--- src/rtl/mem_bus_arbiter.sv ---
// Arbitrates one 32-bit req/ack memory bus between instruction fetch and the MEM stage (MEM has priority).
// Latency is request seen -> ready two cycles minimum. Requesters are stalled while they wait, and a
// transaction aborts with bus_err_o once TIMEOUT busy cycles pass with no ack.
module mem_bus_arbiter #(
  parameter int TIMEOUT = 255
) (
  input  logic        clk,
  input  logic        rst,
  input  logic        if_ce_i,
  input  logic [31:0] if_addr_i,
  output logic [31:0] if_data_o,
  output logic        if_ready_o,
  input  logic        mem_ce_i,
  input  logic        mem_we_i,
  input  logic [31:0] mem_addr_i,
  input  logic [3:0]  mem_sel_i,
  input  logic [31:0] mem_data_i,
  output logic [31:0] mem_data_o,
  output logic        mem_ready_o,
  output logic        bus_req_o,
  output logic        bus_we_o,
  output logic [31:0] bus_addr_o,
  output logic [3:0]  bus_sel_o,
  output logic [31:0] bus_wdata_o,
  input  logic [31:0] bus_rdata_i,
  input  logic        bus_ack_i,
  output logic        bus_err_o,
  output logic        stallreq_o
);

  localparam int CW = (TIMEOUT > 0) ? $clog2(TIMEOUT + 1) : 1;
  localparam logic [CW-1:0] TMO_LAST = (TIMEOUT > 0) ? CW'(TIMEOUT - 1) : '0;
  localparam logic [CW-1:0] CNT_MAX  = '1;

  localparam logic [1:0] S_IDLE     = 2'd0;
  localparam logic [1:0] S_BUSY_IF  = 2'd1;
  localparam logic [1:0] S_BUSY_MEM = 2'd2;
  localparam logic [1:0] S_DONE     = 2'd3;

  logic [1:0]    r_state;
  logic [CW-1:0] r_cnt;
  logic          w_timeout;
  logic          w_finish;

  // An ack arriving in the last allowed cycle takes precedence over the abort.
  assign w_timeout = (TIMEOUT != 0) && !bus_ack_i && (r_cnt == TMO_LAST);
  assign w_finish  = bus_ack_i || w_timeout;

  assign stallreq_o = (mem_ce_i & ~mem_ready_o) | (if_ce_i & ~if_ready_o);

  always_ff @(posedge clk or posedge rst) begin
    if (rst) begin
      r_state     <= S_IDLE;
      r_cnt       <= '0;
      bus_req_o   <= 1'b0;
      bus_we_o    <= 1'b0;
      bus_addr_o  <= '0;
      bus_sel_o   <= '0;
      bus_wdata_o <= '0;
      bus_err_o   <= 1'b0;
      if_data_o   <= '0;
      if_ready_o  <= 1'b0;
      mem_data_o  <= '0;
      mem_ready_o <= 1'b0;
    end else begin
      if_ready_o  <= 1'b0;
      mem_ready_o <= 1'b0;
      bus_err_o   <= 1'b0;
      case (r_state)
        S_IDLE: begin
          if (mem_ce_i) begin
            r_state     <= S_BUSY_MEM;
            r_cnt       <= '0;
            bus_req_o   <= 1'b1;
            bus_we_o    <= mem_we_i;
            bus_addr_o  <= mem_addr_i;
            bus_sel_o   <= mem_sel_i;
            bus_wdata_o <= mem_data_i;
          end else if (if_ce_i) begin
            r_state     <= S_BUSY_IF;
            r_cnt       <= '0;
            bus_req_o   <= 1'b1;
            bus_we_o    <= 1'b0;
            bus_addr_o  <= if_addr_i;
            bus_sel_o   <= 4'hF;
            bus_wdata_o <= '0;
          end
        end
        S_BUSY_IF, S_BUSY_MEM: begin
          if (w_finish) begin
            r_state   <= S_DONE;
            bus_req_o <= 1'b0;
            bus_we_o  <= 1'b0;
            bus_err_o <= !bus_ack_i;
            if (r_state == S_BUSY_MEM) begin
              mem_data_o  <= bus_ack_i ? bus_rdata_i : 32'd0;
              mem_ready_o <= 1'b1;
            end else begin
              if_data_o  <= bus_ack_i ? bus_rdata_i : 32'd0;
              if_ready_o <= 1'b1;
            end
          end else if (r_cnt != CNT_MAX) begin
            r_cnt <= r_cnt + CW'(1);
          end
        end
        default: r_state <= S_IDLE;
      endcase
    end
  end

endmodule
--- config.mk ---
export PLATFORM = sky130hd
export DESIGN_NAME = mem_bus_arbiter
export DESIGN_NICKNAME = d
export VERILOG_FILES = /design/src/rtl/mem_bus_arbiter.sv
export SDC_FILE = /design/constraint.sdc
export NUM_CORES = 1
export LEC_CHECK = 0
export BUFFER_PORTS_ARGS = -buffer_cell sky130_fd_sc_hd__buf_2
export CORE_ASPECT_RATIO = 1.4
export CORE_MARGIN = 2
export CORE_UTILIZATION = 43
export DETAILED_ROUTE_END_ITERATION = 7
export GPL_TIMING_DRIVEN = 0
export MAX_ROUTING_LAYER = met4
export PLACE_DENSITY = 0.76
export SKIP_LAST_GASP = 1
export SLEW_MARGIN = 20
export SYNTH_ARGS = -nofsm -noshare
export SYNTH_HDL_FRONTEND = slang
export SYNTH_SLANG_ARGS = --single-unit
--- constraint.sdc ---
create_clock -name clk -period 7 [get_ports clk]
set_input_delay 1.05 -clock clk [delete_from_list [all_inputs] [get_ports clk]]
set_output_delay 1.05 -clock clk [all_outputs]
set_load 0.02 [all_outputs]
After elaboration in Yosys (flattened, before gate mapping)

Cells that the tools add are included.

Register bits: 147
Input port bits: 138
Output and inout bits: 138
Word-level logic and storage cells: 71

Add/subtract/negate cells: 1
Equality and inequality tests: 8
Multiplexer cells: 31
Bitwise logic cells: 6
Reductions and logical operators: 13

Operator list:

| operator            | number |
|---|---|
| $mux 32             | 5 |
| $mux 8              | 4 |
| $pmux 8 s2          | 1 |
| $mux 1              | 13 |
| $reduce_and 3->1    | 3 |
| $add 8x1->8 const B | 1 |
| $eq 8x8->1 const B  | 1 |
| $mux 4              | 2 |
| $ne 8x8->1 const B  | 1 |
| $mux 2              | 3 |
| $ne 2x2->1 const B  | 3 |
| $pmux 1 s2          | 2 |
| $pmux 2 s2          | 1 |
| $reduce_and 2->1    | 2 |
| $reduce_and 4->1    | 1 |
| $reduce_bool 2->1   | 2 |
| $ne 3x3->1 const B  | 1 |
| $not 1->1           | 3 |
| $and 1x1->1         | 2 |
| $eq 2x1->1 const B  | 1 |
| $eq 2x2->1 const B  | 1 |
| $logic_not 2->1     | 1 |
| $reduce_or 2->1     | 1 |
| $logic_and 1x1->1   | 1 |
| other kinds (3)     | 3 |

Logic depth before layout (Yosys ltp)

Gate-level depths: netlist of run 1.

Depth in word-level cells: 5
Gate-level depth with buffers: 9
Depth with buffers taken out: 6

Worst setup path before layout of run 1

No wires, ideal clock.

Kind: input port to output port
Start point: input port mem_ce_i
End point: output port stallreq_o
Arrival time: 1.655 ns
Required time: 5.950 ns
Path slack: 4.295 ns
Stages: 3
Buffers on the path: 1
Path through: buf_2 inv_1 o22ai_1

Cells in the longest elaborated chain, start to end: 2

Ends and longest elaborated chain:

| element         | RTL line | RTL |
|---|---|---|
| start, declared | 13       | `input logic mem_ce_i,` |
| $and 1x1->1     | 49       | `assign stallreq_o = (mem_ce_i & ~mem_ready_o) \| (if_ce_i & ~if_ready_o);` |
| $or 1x1->1      | 49       |  |
| end, declared   | 28       | `output logic stallreq_o` |

No other way between the ends.

Final worst setup path of run 1

Same ends and word-level chain as after synthesis.

==> metrics, run 1 <==
status=completed; Initial Util=43.4%; synthesized cell area=5980 sq um; CTS Hold Bufs=0; DR vias=5296; CP startpoint kind=input port; Ports=276; Layout Cells excl Fill=962; number of instances on the worst hold path=2; synthesized area per cell=12.8 sq um; Tmin final=2.93 ns; CTS tree=built; drt drc=0; initial antenna violation count=4; Die X-Extent=104 um; antenna violation net count after detailed routing=0; Seq/Total Area, Yosys=61.5%; max-slew violations=0; placed cell areas=7620 sq um; pwr/cell area=508 nW/um^2; clk_lat worst skew=0.42 ns; period utilisation layout=41.9%; row count=51; Synth Instances=466; core region area=13800 sq um; CP Capture Type=output port; Synth Flop Type=dfrtp_1; TritonRoute pass-1 iters=4; total grt overflow=0; Synthesized Nets=609; Final #Nets=903; crit-path max FO=10; Yosys reg bits=147; Worst VDD drop=0.293 mV; Buffers on Ports=274; Synth area leaders=dfrtp_1, a32o_1, mux2i_1, a22o_1, o21ai_0; CTS Root Buffer Type=clkbuf_16; Setup CP Type=in2out; Hold Path Class=reg2reg; dpl cells=926; Pleak=4.28 nW; Distinct cells, synth=44; GRT Resource Usage Total=24.7%; synth cell count leaders=dfrtp_1, a32o_1, nand2_1; Fin Clk Skew=0.00922 ns; Setup TNS Final=0 ns; GP Congestion=0.873; Post-synth EDFFs=0; setup slack after layout=4.07 ns; share of the synthesized area in the top cell type=61.5%; clk buf depth=2; post-cts gate resize count=0; layout cells sized above 1=44.1%; worst r2r path cells=8; DIE AREA=14900 sq um; vias per cell=5.51; crit path DAT=1.88 ns; clk slew on worst S/H paths=0.06 ns; f_max=341 MHz; RSZ-0062 raised after global routing=no; worst slack, placed=4.04 ns; Final Hold Vio Count=0; Post-CTS Setup Bufs=0; Max-Cap Viols=0; Die Ht=144 um; yosys warns=0; Layout area overhead=37.7%; largest net degree at the start of global routing=80; iteration-0 DRC count of the detailed router=361; number of global-route vias before repair=5441; fraction of registers with async set/reset=100%; most frequent cell after synthesis=dfrtp_1; Yosys top cell by area=dfrtp_1; HPWL after DPL=13900 um; Total Power=0.00419 W; # setup viols final=0; wire length per cell=18.9 um; first-pass GRT wire length=27800 um; TritonCTS sink count=147; Design Area, Final=8240 sq um; CTS Buf Count=17; worst rel slew slack=54.1%; slew of the pin with the lowest slew margin=0.685 ns; CTS H-Tree Depth=4; drt total wl=18100 um; WP data required=5.95 ns
==> sequential cells by signal, indices dropped and copies added (netlist names) <==
name	count
if_ready_o	1
bus_wdata_o	32
bus_err_o	1
mem_ready_o	1
r_cnt	8
bus_req_o	1
r_state	2
mem_data_o	32
bus_we_o	1
if_data_o	32
bus_addr_o	32
bus_sel_o	4
==> final timing paths <==
kind	start	endpoint	slack, ns
setup / recovery	mem_ce_i	stallreq_o	4.07
hold / removal	bus_addr_o[7]$_DFFE_PP0P_	bus_addr_o[7]$_DFFE_PP0P_	0.48
setup reg to reg	r_state[0]$_DFFE_PP0P_	if_data_o[23]$_DFFE_PP0P_	4.85
hold reg to reg	bus_addr_o[7]$_DFFE_PP0P_	bus_addr_o[7]$_DFFE_PP0P_	0.48
max in group asynchronous	rst	bus_addr_o[4]$_DFFE_PP0P_	5.61
min in group asynchronous	rst	mem_data_o[31]$_DFFE_PP0P_	0.66
==> per-layer routing <==
metal | wire length, um | up-vias | track usage, %
li1 | - | 2367 | -
met1 | 6770 | 2612 | 26.2
met2 | 9300 | 284 | 43.2
met3 | 1610 | 33 | 8.03
met4 | 466 | 0 | 9.46
met5 | 0 | - | -
==> power breakdown <==
| group | total [W] | switching (W) | internal (W) | leakage [nW] |
|---|---|---|---|---|
| registers | 0.00143 | 0.000204 | 0.00122 | 1.85 |
| logic | 0.00185 | 0.00115 | 0.000694 | 2.13 |
| clock network | 0.000915 | 0.000396 | 0.000519 | 0.298 |
==> worst max-delay path, stage by stage <==
cell	delay (ns)
buf_2	0.10
buf_2	0.23
inv_1	0.10
o22ai_1	0.18
buf_2	0.22
==> kinds of logic after synthesis <==
group / Yosys count / share of synthesized area [%]
buf+inv: 54 / 4.22
mux: 35 / 5.96
fa+ha+maj: 5 / 1.05
flops: 147 / 61.5
simple gates: 67 / 5.46
compound gates: 158 / 21.8
==> cell type report <==
cell class | count | area (sq um)
antenna | 4 | 10.0
buffer | 43 | 211
clock buffer | 18 | 439
clock inverter | 14 | 169
fill | 1198 | 5540
inverter | 11 | 48.8
multi-input combinational | 265 | 2050
sequential | 147 | 3680
tap | 185 | 231
timing repair buffer | 275 | 1400
==> cell usage in the layout (no fill, tap or decap), drive strengths merged, types with 4 or more instances in the layout <==
cell type / netlist / final
clkinv: 0 / 7
nand2: 40 / 40
o22a: 5 / 5
a21oi: 5 / 5
clkbuf: 15 / 33
diode: 0 / 4
mux2i: 33 / 33
buf: 28 / 303
o21ai: 38 / 38
inv: 11 / 17
nor2: 4 / 4
nand3: 8 / 8
dfrtp: 147 / 147
a32o: 64 / 64
ha: 5 / 5
a22o: 33 / 33
==> metrics by stage <==
| stage | utilization [%] | hold slack (ns) |
|---|---|---|
| CTS | 59.7 | 0.481 |
| global placement | 55.0 | 0.458 |
| finish | 59.8 | 0.477 |
| detailed placement | 55.3 | 0.466 |
| floorplan | - | 0.505 |
| global route | 59.8 | 0.506 |
Power figures use the tool's default switching activity.
==> inputs of run 2 (changes only) <==
clock period = 2.8 ns   (was 7 ns; I/O delays follow)
==> run 2 against run 1 <==
Effect of this change: critical path depth up 3; largest power group unchanged; sequential power is 150% higher; combinational power increased by 150%; die area unchanged; register-to-register slack worse by 4.2 ns; first-iteration DRC count is 47% lower; utilization rose by 0.082 points; clock-buffer cell count did not move; total power grew 150%; hold slack lost 0.37 ns; design area is 0.14% higher.
==> metrics, run 2 (synthesis results as in run 1) <==
CTS tree=built; HPWL after DPL=13900 um (+0.35%); clk_lat worst skew=0.42 ns (about the same); Initial Util=43.4% (unchanged); layout cells sized above 1=44.3% (+0.22 points); status=completed; worst r2r path cells=8 (unchanged); number of global-route vias before repair=5554 (+2.1%); DR vias=5275 (-0.40%); first-pass GRT wire length=28100 um (+1.0%); vias per cell=5.46 (-0.91%); TritonRoute pass-1 iters=5 (+1); initial antenna violation count=6 (+2); Design Area, Final=8250 sq um (+0.14%); worst r2r src=r_state[1]$_DFFE_PP0P_; Setup TNS Final=0 ns (unchanged); core region area=13800 sq um (unchanged); Layout area overhead=37.9%; Ports=276 (unchanged); Die X-Extent=104 um (unchanged); Tmin final=2.19 ns; largest net degree at the start of global routing=34 (-57%); RSZ-0062 raised after global routing=no; CTS Root Buffer Type=clkbuf_16; placed cell areas=7680 sq um (+0.74%); CTS Hold Bufs=0 (unchanged); antenna violation net count after detailed routing=0 (unchanged); crit-path max FO=10 (unchanged); clk buf depth=2 (unchanged); clk slew on worst S/H paths=0.07 ns (about the same); f_max=457 MHz; CTS H-Tree Depth=4 (unchanged); row count=51 (unchanged); crit path DAT=2.48 ns (+0.60 ns); GRT Resource Usage Total=24.7% (+0.051 points); DIE AREA=14900 sq um (unchanged); Max-Cap Viols=0 (unchanged); post-cts gate resize count=0 (unchanged); Worst VDD drop=0.820 mV (+180%); pwr/cell area=1250 nW/um^2 (+150%); Pleak=4.27 nW (-0.28%); Layout Cells excl Fill=967 (+0.52%); iteration-0 DRC count of the detailed router=191 (-47%); dpl cells=929 (+0.32%); WP data required=3.10 ns (-2.85 ns); CP startpoint kind=register; max-slew violations=0 (unchanged); Final #Nets=906 (+0.33%); commonest non-fill, non-tap cells in the layout=buf_2, dfrtp_1, a32o_1; Util after Layout=59.9% (+0.082 points); Die Ht=144 um (unchanged); CP Capture Type=register; drt drc=0 (unchanged); worst rel slew slack=52.5% (-1.6 points); most common cell after layout, fill and taps aside=buf_2; wire length per cell=18.7 um (-0.94%); TritonCTS sink count=147 (unchanged); CTS Buf Count=17 (unchanged); total grt overflow=0 (unchanged); Buffers on Ports=274 (unchanged); Final Hold Vio Count=0 (unchanged); Fin Clk Skew=0.0109 ns (+0.00165 ns); period utilisation layout=78.1%; Setup CP Type=reg2reg; FF-to-FF End=if_data_o[30]$_DFFE_PP0P_; # setup viols final=0 (unchanged); slew of the pin with the lowest slew margin=0.712 ns (+0.0270 ns); GP Congestion=0.873 (about the same); Hold Path Class=in2async; Post-CTS Setup Bufs=0 (unchanged); reg2reg setup slack=0.61 ns (-4.24 ns); drt total wl=18100 um (-0.42%)
[run 2: changes by cell type in the layout (fill, tap and decap cells not counted), sizes merged]
cell / previous run / this run
clkinvlp: 0 / 5
clkinv: 7 / 3
buf: 303 / 306
diode: 4 / 6
bufinv: 1 / 0
[run 2: worst max path at each step]
| stage | startpoint | endpoint | slack [ns] | cells past startpoint |
|---|---|---|---|---|
| 2_1_floorplan | rst | bus_addr_o[0]$_DFFE_PP0P_ | 0.53 | 1 |
| 6_report | r_state[1]$_DFFE_PP0P_ | if_data_o[30]$_DFFE_PP0P_ | 0.61 | 8 |
| 3_3_place_gp | rst | bus_addr_o[6]$_DFFE_PP0P_ | -0.21 | 2 |
| 3_5_place_dp | r_state[1]$_DFFE_PP0P_ | if_data_o[25]$_DFFE_PP0P_ | 0.64 | 8 |
| 5_1_grt | r_state[1]$_DFFE_PP0P_ | if_data_o[14]$_DFFE_PP0P_ | 0.46 | 8 |
| 4_1_cts | r_state[1]$_DFFE_PP0P_ | if_data_o[28]$_DFFE_PP0P_ | 0.62 | 8 |
[run 2: per-stage QoR]
step	hold slack [ns]	worst slack, ns	total power [W]
after CTS	0.121	0.623	0.0104
final	0.110	0.614	0.0103
after detailed placement	0.471	0.645	0.00823
after floorplan	0.505	0.533	0.00654
after global routing	0.151	0.456	0.0109
after global placement	0.459	-0.214	0.00801
[run 2: final cells by class]
| cell class | count | area (sq um) |
|---|---|---|
| Sequential cell | 147 | 3680 |
| Inverter | 11 | 45.0 |
| Multi-Input combinational cell | 265 | 2050 |
| Timing Repair Buffer | 278 | 1460 |
| Buffer | 43 | 211 |
| Clock inverter | 14 | 119 |
| Clock buffer | 18 | 439 |
| Fill cell | 1167 | 5530 |
| Tap cell | 185 | 231 |
| Antenna cell | 6 | 15.0 |
[run 2: routing by layer]
metal  share of wire [%]  vias up  GRT usage (%)
met3                 8.7       31           8.25
li1                    -     2373              -
met1                  36     2593           25.9
met5                   0        -              -
met4                 2.1        0           8.61
met2                  53      278           44.0
[run 2: worst max-delay path: stages, from the launching register on]
cell     delay [ns]
dfrtp_1        0.39
inv_1          0.08
ha_1           0.28
buf_2          0.21
inv_1          0.15
nor2_2         0.26
nand2_1        0.20
buf_2          0.25
a32o_1         0.24
[run 2: power breakdown]
group / leakage [nW] / internal [W] / switching [W]
Sequential: 1.85 / 0.00305 / 0.000513
Clock: 0.264 / 0.00118 / 0.000978
Combinational: 2.15 / 0.00174 / 0.00287
==> inputs of run 3 (changes only) <==
clock period = 2.2 ns   (was 2.8 ns; I/O delays follow)
==> run 3 against run 2 <==
Effect of this change: critical path type unchanged; first-iteration DRC count increased by 32%; cell count did not move; sequential cell count is the same; sequential share of layout area barely moved; largest power group unchanged; global-route usage unchanged.
==> metrics, run 3 (synthesis results as in run 1) <==
status=completed; clk buf depth=2 (unchanged); Hold Path Class=in2async; HPWL after DPL=13900 um (unchanged); Die X-Extent=104 um (unchanged); DIE AREA=14900 sq um (unchanged); antenna violation net count after detailed routing=0 (unchanged); register area=3680 sq um (unchanged); worst r2r path cells=8 (unchanged); f_max=492 MHz (+7.6%); Ports=276 (unchanged); FF-to-FF End=if_data_o[14]$_DFFE_PP0P_; CP startpoint kind=register; Setup CP Type=reg2reg; Buffers on Ports=274 (unchanged); iteration-0 DRC count of the detailed router=252 (+32%); placed cell areas=7680 sq um (unchanged); worst rel slew slack=52.4% (about the same); TritonRoute pass-1 iters=5 (unchanged); max-slew violations=0 (unchanged); Worst VDD drop=1.05 mV (+28%); drt total wl=18000 um (-0.19%); GP Congestion=0.873 (unchanged); Setup TNS Final=0 ns (unchanged); Total Power=0.0132 W (+27%); Fin Clk Skew=0.0133 ns (+0.00246 ns); Final #Nets=906 (unchanged); CTS H-Tree Depth=4 (unchanged); Max-Cap Viols=0 (unchanged); Layout Cells excl Fill=967 (unchanged); total grt overflow=0 (unchanged); largest net degree at the start of global routing=34 (unchanged); CP max-delay cell=dfrtp_1; GRT Resource Usage Total=24.7% (unchanged); CP top delay family=buffers and inverters; worst r2r src=r_state[1]$_DFFE_PP0P_; Final Hold Vio Count=0 (unchanged); CTS Root Buffer Type=clkbuf_16; Buf/Inv on CP=4 (unchanged); Tmin final=2.03 ns (-0.154 ns); clk_lat worst skew=0.42 ns (about the same); period utilisation layout=92.4% (+14 points); commonest non-fill, non-tap cells in the layout=buf_2, dfrtp_1, a32o_1; crit path DAT=2.33 ns (-0.15 ns); RSZ-0062 raised after global routing=no; dpl cells=929 (unchanged); Pleak=4.27 nW (about the same); number of global-route vias before repair=5554 (unchanged); row count=51 (unchanged); most common cell after layout, fill and taps aside=buf_2; Design Area, Final=8260 sq um (about the same); clk slew on worst S/H paths=0.07 ns (about the same); core region area=13800 sq um (unchanged); Layout area overhead=38.0% (about the same); slew of the pin with the lowest slew margin=0.712 ns (+0.000744 ns); first-pass GRT wire length=28100 um (unchanged); Die Ht=144 um (unchanged); CTS Buf Count=17 (unchanged); reg2reg setup slack=0.17 ns (-0.45 ns); initial antenna violation count=6 (unchanged); Initial Util=43.4% (unchanged); CTS tree=built; drt drc=0 (unchanged); TritonCTS sink count=147 (unchanged); CP Capture Type=register; layout cells sized above 1=44.5% (+0.13 points); Critical Path Max Stage Delay=0.39 ns (about the same); DR vias=5318 (+0.82%); crit-path max FO=10 (unchanged); pwr/cell area=1600 nW/um^2 (+27%); WP data required=2.50 ns (-0.60 ns); Filler cells=1166 (-0.086%); area of the multi-input gates=2060 sq um (+0.37%); wire length per cell=18.7 um (-0.19%); # setup viols final=0 (unchanged); vias per cell=5.50 (+0.82%); CP cell instances=inv_1, ha_1, buf_2, inv_1, nor2_4, nand2_2, buf_2, a32o_1
run 3: cell count changes in the layout (fill, tap and decap cells not counted):
cell / before / now
nor2_2: 1 / 0
nand2_2: 0 / 1
nand2_1: 40 / 39
nor2_4: 0 / 1
run 3: worst max-delay path by stage:
stage	depth (start not counted)	endpoint	from
finish	8	if_data_o[14]$_DFFE_PP0P_	r_state[1]$_DFFE_PP0P_
global route	8	bus_addr_o[11]$_DFFE_PP0P_	r_state[0]$_DFFE_PP0P_
CTS	8	if_data_o[28]$_DFFE_PP0P_	r_state[1]$_DFFE_PP0P_
detailed placement	8	if_data_o[25]$_DFFE_PP0P_	r_state[1]$_DFFE_PP0P_
global placement	2	bus_addr_o[6]$_DFFE_PP0P_	rst
floorplan	1	bus_addr_o[0]$_DFFE_PP0P_	rst
run 3: cell type report:
| cell class | instances | area share [%] |
|---|---|---|
| Antenna cell | 6 | 0.182 |
| Buffer | 43 | 2.56 |
| Clock buffer | 18 | 5.32 |
| Clock inverter | 14 | 1.44 |
| Inverter | 11 | 0.545 |
| Multi-Input combinational cell | 265 | 25.0 |
| Sequential cell | 147 | 44.5 |
| Tap cell | 185 | 2.80 |
| Timing Repair Buffer | 278 | 17.7 |
run 3: repair_timing:
item                       in CTS  in global routing
setup buffers                   0                  0
hold buffers                    0                  0
setup endpoints to repair       0                 29
gates resized for setup         0                  2
run 3: power breakdown:
group	total, W	switching [W]	internal [W]
logic	0.00590	0.00367	0.00223
registers	0.00454	0.000653	0.00389
clock network	0.00274	0.00124	0.00151
run 3: layer usage:
metal	vias to the layer above	track usage (%)	share of wire (%)
met5	-	-	0
met4	0	8.61	1.9
met3	31	8.25	8.7
met2	294	44.0	53
met1	2621	25.9	36
li1	2372	-	-
run 3: per-stage QoR:
| step | worst slack [ns] | utilization, % | hold WS (ns) |
|---|---|---|---|
| 6_report | 0.167 | 59.9 | 0.0194 |
| 5_1_grt | 0.0128 | 59.9 | 0.0608 |
| 4_1_cts | 0.0228 | 59.8 | 0.0306 |
| 3_5_place_dp | 0.0445 | 55.7 | 0.471 |
| 3_3_place_gp | -0.724 | 55.1 | 0.459 |
| 2_1_floorplan | 0.0230 | - | 0.456 |
run 3: worst reg2reg max path, stage by stage (launching register included):
cell	delay, ns
dfrtp_1	0.39
inv_1	0.08
ha_1	0.28
buf_2	0.21
inv_1	0.17
nor2_4	0.21
nand2_2	0.13
buf_2	0.22
a32o_1	0.24
